<file path="src/rtl/seq101_tx.sv">
// rtl/seq101_tx.sv - serial 101-pattern transmitter with per-frame match count
module seq101_tx #(
    parameter int WIDTH = 8,
    parameter int GAP   = 2,
    parameter int CNT_W = 4
) (
    input  logic             clk,
    input  logic             reset,
    input  logic [WIDTH-1:0] data_in,
    input  logic             data_valid,
    output logic             data_ready,
    output logic             out,
    output logic             out_valid,
    output logic             done,
    output logic [CNT_W-1:0] match_cnt
);

    localparam int BW = $clog2(WIDTH + 1);
    localparam int GW = $clog2(GAP + 1);

    typedef enum logic [1:0] {
        S_IDLE,
        S_SHIFT,
        S_GAP
    } state_t;

    state_t           state;
    logic [WIDTH-1:0] shreg;
    logic [BW-1:0]    bit_cnt;
    logic [GW-1:0]    gap_cnt;
    // hist[1] is the bit two cycles before the one on out, hist[0] the previous one
    logic [1:0]       hist;

    // Ready is gated by reset directly so no word can be taken while reset is asserted
    assign data_ready = (state == S_IDLE) && !reset;

    // Frame sequencer: accept, shift out MSB first, count 101 triples, then idle gap
    always_ff @(posedge clk) begin
        if (reset) begin
            state     <= S_IDLE;
            shreg     <= '0;
            bit_cnt   <= '0;
            gap_cnt   <= '0;
            hist      <= '0;
            out       <= 1'b0;
            out_valid <= 1'b0;
            done      <= 1'b0;
            match_cnt <= '0;
        end else begin
            done <= 1'b0;
            case (state)
                S_IDLE: begin
                    if (data_valid) begin
                        state     <= S_SHIFT;
                        out       <= data_in[WIDTH-1];
                        out_valid <= 1'b1;
                        shreg     <= {data_in[WIDTH-2:0], 1'b0};
                        bit_cnt   <= BW'(1);
                        hist      <= '0;
                        match_cnt <= '0;
                    end
                end
                S_SHIFT: begin
                    // The bit on out now closes a triple with the two history bits
                    hist <= {hist[0], out};
                    if (hist == 2'b10 && out && match_cnt != {CNT_W{1'b1}}) begin
                        match_cnt <= match_cnt + 1'b1;
                    end
                    if (bit_cnt == BW'(WIDTH)) begin
                        state     <= S_GAP;
                        out       <= 1'b0;
                        out_valid <= 1'b0;
                        done      <= 1'b1;
                        gap_cnt   <= GW'(1);
                    end else begin
                        out     <= shreg[WIDTH-1];
                        shreg   <= {shreg[WIDTH-2:0], 1'b0};
                        bit_cnt <= bit_cnt + 1'b1;
                    end
                end
                S_GAP: begin
                    hist <= '0;
                    if (gap_cnt == GW'(GAP)) begin
                        state <= S_IDLE;
                    end else begin
                        gap_cnt <= gap_cnt + 1'b1;
                    end
                end
                default: state <= S_IDLE;
            endcase
        end
    end

endmodule

</file>
<file path="config.mk">
export PLATFORM = sky130hd
export DESIGN_NAME = seq101_tx
export DESIGN_NICKNAME = d
export VERILOG_FILES = /design/src/rtl/seq101_tx.sv
export SDC_FILE = /design/constraint.sdc
export NUM_CORES = 1
export LEC_CHECK = 0
export ABC_AREA = 0
export CELL_PAD_IN_SITES_DETAIL_PLACEMENT = 0
export CELL_PAD_IN_SITES_GLOBAL_PLACEMENT = 1
export CORE_MARGIN = 5
export CORE_UTILIZATION = 40
export CTS_BUF_LIST = sky130_fd_sc_hd__clkbuf_8 sky130_fd_sc_hd__clkbuf_16
export CTS_CLUSTER_SIZE = 25
export DETAILED_ROUTE_END_ITERATION = 7
export GPL_TIMING_DRIVEN = 0
export PLACE_DENSITY_LB_ADDON = 0.08
export SLEW_MARGIN = 20
export SYNTH_ARGS = -nofsm -noshare
export SYNTH_HDL_FRONTEND = slang
export SYNTH_SLANG_ARGS = --single-unit
</file>
<file path="constraint.sdc">
create_clock -name clk -period 2.9 [get_ports clk]
set_input_delay 0.435 -clock clk [delete_from_list [all_inputs] [get_ports clk]]
set_output_delay 0.435 -clock clk [all_outputs]
set_load 0.005 [all_outputs]
</file>
* After elaboration in Yosys (flattened, before gate mapping)
Cells that the tools add are included.
Widths: inputs -> output; s select.
** Cells by class
- Equal/unequal tests :: 12
- Multiplexer cells :: 25
- Bitwise logic cells :: 1
- Reduce and logical (&&, ||, !) cells :: 16
- $add $sub $neg :: 3
** Operators with widths (count)
- $mux 4 :: 4
- $mux 8 :: 2
- $pmux 4 s2 :: 2
- $pmux 8 s2 :: 1
- $reduce_and 3->1 :: 5
- $mux 2 :: 6
- $ne 2x2->1 const B :: 6
- $pmux 2 s3 :: 2
- $add 4x1->4 const B :: 2
- $eq 2x2->1 const B :: 3
- $mux 1 :: 5
- $eq 4x4->1 const B :: 1
- $ne 4x4->1 const B :: 1
- $pmux 1 s2 :: 2
- $pmux 2 s2 :: 1
- $reduce_and 2->1 :: 2
- $reduce_bool 2->1 :: 2
- $logic_and 1x1->1 :: 3
- $reduce_bool 3->1 :: 1
- $add 2x1->2 const B :: 1
- $eq 2x1->1 const B :: 1
- $logic_not 2->1 :: 1
- $reduce_or 2->1 :: 1
- $logic_not 1->1 :: 1
- $not 1->1 :: 1
** Storage, ports and cells
- Bits in registers :: 25
- Word-level logic and storage cells :: 66
- Output and inout port bits :: 8

* Logic depth before layout (Yosys ltp)
- Depth in word-level cells :: 5
- Depth in mapped cells :: 6
- Gate-level depth less buffers :: 5

* Worst setup path before layout
Ideal clock, no wire load.
- Kind :: input to output
- Start :: in reset
- End :: out data_ready
- Buffers on the path :: 2
- Arrival time :: 0.960 ns
- Stages :: 3
- Required time :: 2.465 ns
- Setup slack :: 1.505 ns
- Cells stage by stage :: buf_2 > buf_1 > nor3_1
** Between the ends
- Cells in the longest elaborated chain, start to end :: 2
** RTL lines
- start, declared :: RTL line 8 : input logic reset,
- $logic_not 1->1 :: RTL line 35 : assign data_ready = (state == S_IDLE) && !reset;
- $logic_and 1x1->1 :: RTL line 35
- end, declared :: RTL line 11 : output logic data_ready,
No other way between the ends.

* Worst setup path after layout
Ends and elaborated chain as after synthesis.

==> metrics.md <==
| Metric | Value |
|---|---|
| Mux contribution to synthesized area | `0.03292` |
| # hold bufs at CTS | `0` |
| Vias/cell | `around 5.7` |
| Startpoint Class | `primary input` |
| Dominant synthesized flop cell | `dfxtp_1` |
| Post-synthesis cell type count | `43` |
| Synth async-reset ratio | `0` |
| DRC | `0` |
| Share of the synthesized area in the top cell type | `0.3951` |
| Hold Path End | `out` |
| Final Power | `740.4 µW` |
| Die area | `4243 µm²` |
| Post CTS Setup Buffer Count | `0` |
| Setup crit end kind | `output pin` |
| Via count | `1113` |
| Number of fill cells in the layout | `299` |
| Antenna cells | `0` |
| Setup Skew | `0.001374 ns` |
| Worst-Margin Slew | `just under 0.6 ns` |
| Post-route antenna net violation count | `0` |
| Placed insts | `192` |
| Max frequency | `0.3720 GHz` |
| Io pins | `19` |
| Number of synthesis warnings | `0` |
| Multi-input logic area | `655.6 µm²` |
| Detailed router's first-iteration violation count | `78` |
| Post-synth EDFFs | `0` |
| Die Wd | `~65 µm` |
| Clk Latency, worst-skew pair | `0.26 ns` |
| Placed inst area | `1438 µm²` |
| Core area | `2978 µm²` |
| Post-Syn Area | `1216 µm²` |
| Simple-gate share of the synthesized area | `0.2541` |
| Reg2reg path depth | `6` |
| Setup TNS | `0 ns` |
| Worst-path fanout max | `10` |
| CTS tree | `done` |
| CTS H-tree lvls | `1` |
| R2r setup slk | `1.43 ns` |
| Vias in the first global route | `1072` |
| CP arrival | `2.25 ns` |
| Chip Height | `65.14 µm` |
| Fin. max-slew vios | `0` |
| Syn Area/Cell | `8.625 µm²` |
| Cells after Synth | `141` |
| Routability Congestion | `slightly below 0.8` |
| Final core area utilization | `0.5067` |
| WL per Instance | `between 10 and 15 µm` |
| Synth Area in Compound Gates | `0.2109` |
| Worst Hold Class | `reg -> reg` |
| Syn nets | `about 160` |
| Rel. slew slack | `0.6145` |
| Share of the yosys chip area belonging to registers | `0.3951` |
| Hold path cells | `2` |
| Starting Density | `0.4084` |
| TritonRoute pass-1 iters | `4` |
| Pin count of the biggest net entering global routing | `15` |
| Buffers on Ports | `18` |
| Max clock buf depth | `2` |
| Grt total ovfl | `0` |
| Outcome | `finished, final reports clean` |
| Cell row count | `20` |
| Period utilization | `0.9269` |
| Leakage power | `0.5620 nW` |
| # clock sinks | `24` |
| P per Cell Area | `between 400 and 500 nW/µm²` |
| Maximum VDD drop | `0.0002030 V` |
| XOR/XNOR Fraction of Synth Area | `0` |
| Clock Root Buffer | `clkbuf_8` |
| Main area contributors after synthesis | `dfxtp_1 (40%), a21oi_1 (6.6%), a311oi_1 (5.0%)` |
| DP HPWL | `2107 µm` |
| Final setup fails | `0` |
| Synthesis-to-layout area growth | `24.07%` |
| Routed WL | `2913 µm` |
| Register bit total from synthesis | `24` |
| Post-Synth Adder-Cell Area | `0.04115` |
| Layout net count | `179` |
| Hold Crit Start | `shreg[7]` |
| Largest family of logic cells by synthesized area | `simple AND/OR/NAND/NOR gates` |
| Reg area | `slightly below 500 µm²` |
| Total CTS buffers | `3` |
| Total GRT Usage | `0.1555` |
| Reg2reg end | `shreg[7]` |
| Most frequent cell after synthesis | `dfxtp_1` |
| Post-synth top cells | `dfxtp_1 (24), a21oi_1 (16), nand2_1 (15)` |
| Crit path time final | `2.688 ns` |
| Largest area contributor in the netlist | `dfxtp_1` |
| R2R Path Start | `bit_cnt[0]` |
| Fin area | `1509 µm²` |
| Post-CTS resize count | `0` |
| Setup CP Type | `in -> out` |
| MaxCap Viol Count | `0` |
| RSZ-0062 raised after global routing | `no` |
| Share of layout cells above drive strength 1 | `0.09816` |
| Crit path launch | `reset` |
| Crit path required time | `2.47 ns` |
| Final hold vios | `0` |
| Global-route wire length before repair | `5175 µm` |
| Worst-path clk slew | `around 0.090 ns` |
| Initial antenna violation count | `0` |
| Final std cells w/o fill | `196` |
==> per-stage QoR <==
stage	setup WS [ns]	hold slack, ns
after floorplan	1.505	0.4435
after global placement	0.2457	0.4573
after detailed placement	0.2263	0.4657
after CTS	0.2056	0.4793
after global routing	0.06818	0.5122
final	0.2119	0.4758
==> placed cells by master, fill, tap and decap left out, types with 2 or more instances in the layout <==
cell type        Yosys  final
nand3b_1             2      2
ha_1                 4      4
or3b_1               3      3
nor3b_1              2      2
a21oi_1             16     16
or3_1                3      3
nand3_1             12     12
nor3_1               3      3
buf_2                4      4
inv_1                6      6
clkbuf_1             2      2
clkbuf_8             0      3
buf_4                2      2
o311ai_1             2      2
mux2i_1              4      4
dfxtp_1             24     24
a311oi_1             7      7
o21ai_0              2      2
clkdlybuf4s50_1      0     18
and2_1               2      2
nor2b_1              2      2
nand2_1             15     15
o211ai_1             2      2
==> metal layers <==
metal | part of all wire | vias to the layer above | wire length (µm) | GRT usage
li1 | - | 558 | - | -
met1 | 0.48 | 529 | 1410 | 0.2167
met2 | 0.47 | 22 | 1373 | 0.2439
met3 | 0.035 | 4 | 101 | 0.02735
met4 | 0.0096 | 0 | 28 | 0.04922
met5 | 0 | - | 0 | 0
==> how the worst max path moves through the flow <==
stage                  to
6_report       data_ready
5_1_grt        data_ready
4_1_cts        data_ready
3_5_place_dp   data_ready
3_3_place_gp   data_ready
2_1_floorplan  data_ready
==> power breakdown <==
part	switching [mW]	internal (mW)	total (mW)	leakage, nW
logic	0.0452	0.0451	0.0903	0.330
clock network	0.110	0.184	0.295	0.0357
registers	0.0116	0.344	0.355	0.196
total	0.167	0.573	0.740	0.562
==> layout make-up <==
type	count	area share
clock buffer	3	0.02736
timing repair buffer	18	0.1194
tap	33	0.02736
buffer	10	0.03814
clock inverter	1	0.01990
inverter	6	0.01493
multi-input combinational	101	0.4345
sequential	24	0.3184
==> critical path: stages <==
cell and delay, ns:
clkdlybuf4s50_1 0.56, buf_2 0.26, buf_1 0.45, nor3_1 0.09, clkdlybuf4s50_1 0.46
==> flip-flops by register name, summed over array words and instances, names as in the netlist <==
name       flops
shreg          7
bit_cnt        4
match_cnt      4
gap_cnt        2
hist           2
state          2
done           1
out            1
out_valid      1
==> cells by family (layout without fill, tap and decap cells) <==
kind of cell | after synthesis | after routing
AO/OA/AOI/OAI | 38 | 38
adder cells (fa/ha/maj) | 4 | 4
buffers and inverters | 16 | 38
flip-flops | 24 | 24
multiplexers | 4 | 4
AND/OR/NAND/NOR | 55 | 55
(Power assumes the default switching activity.)
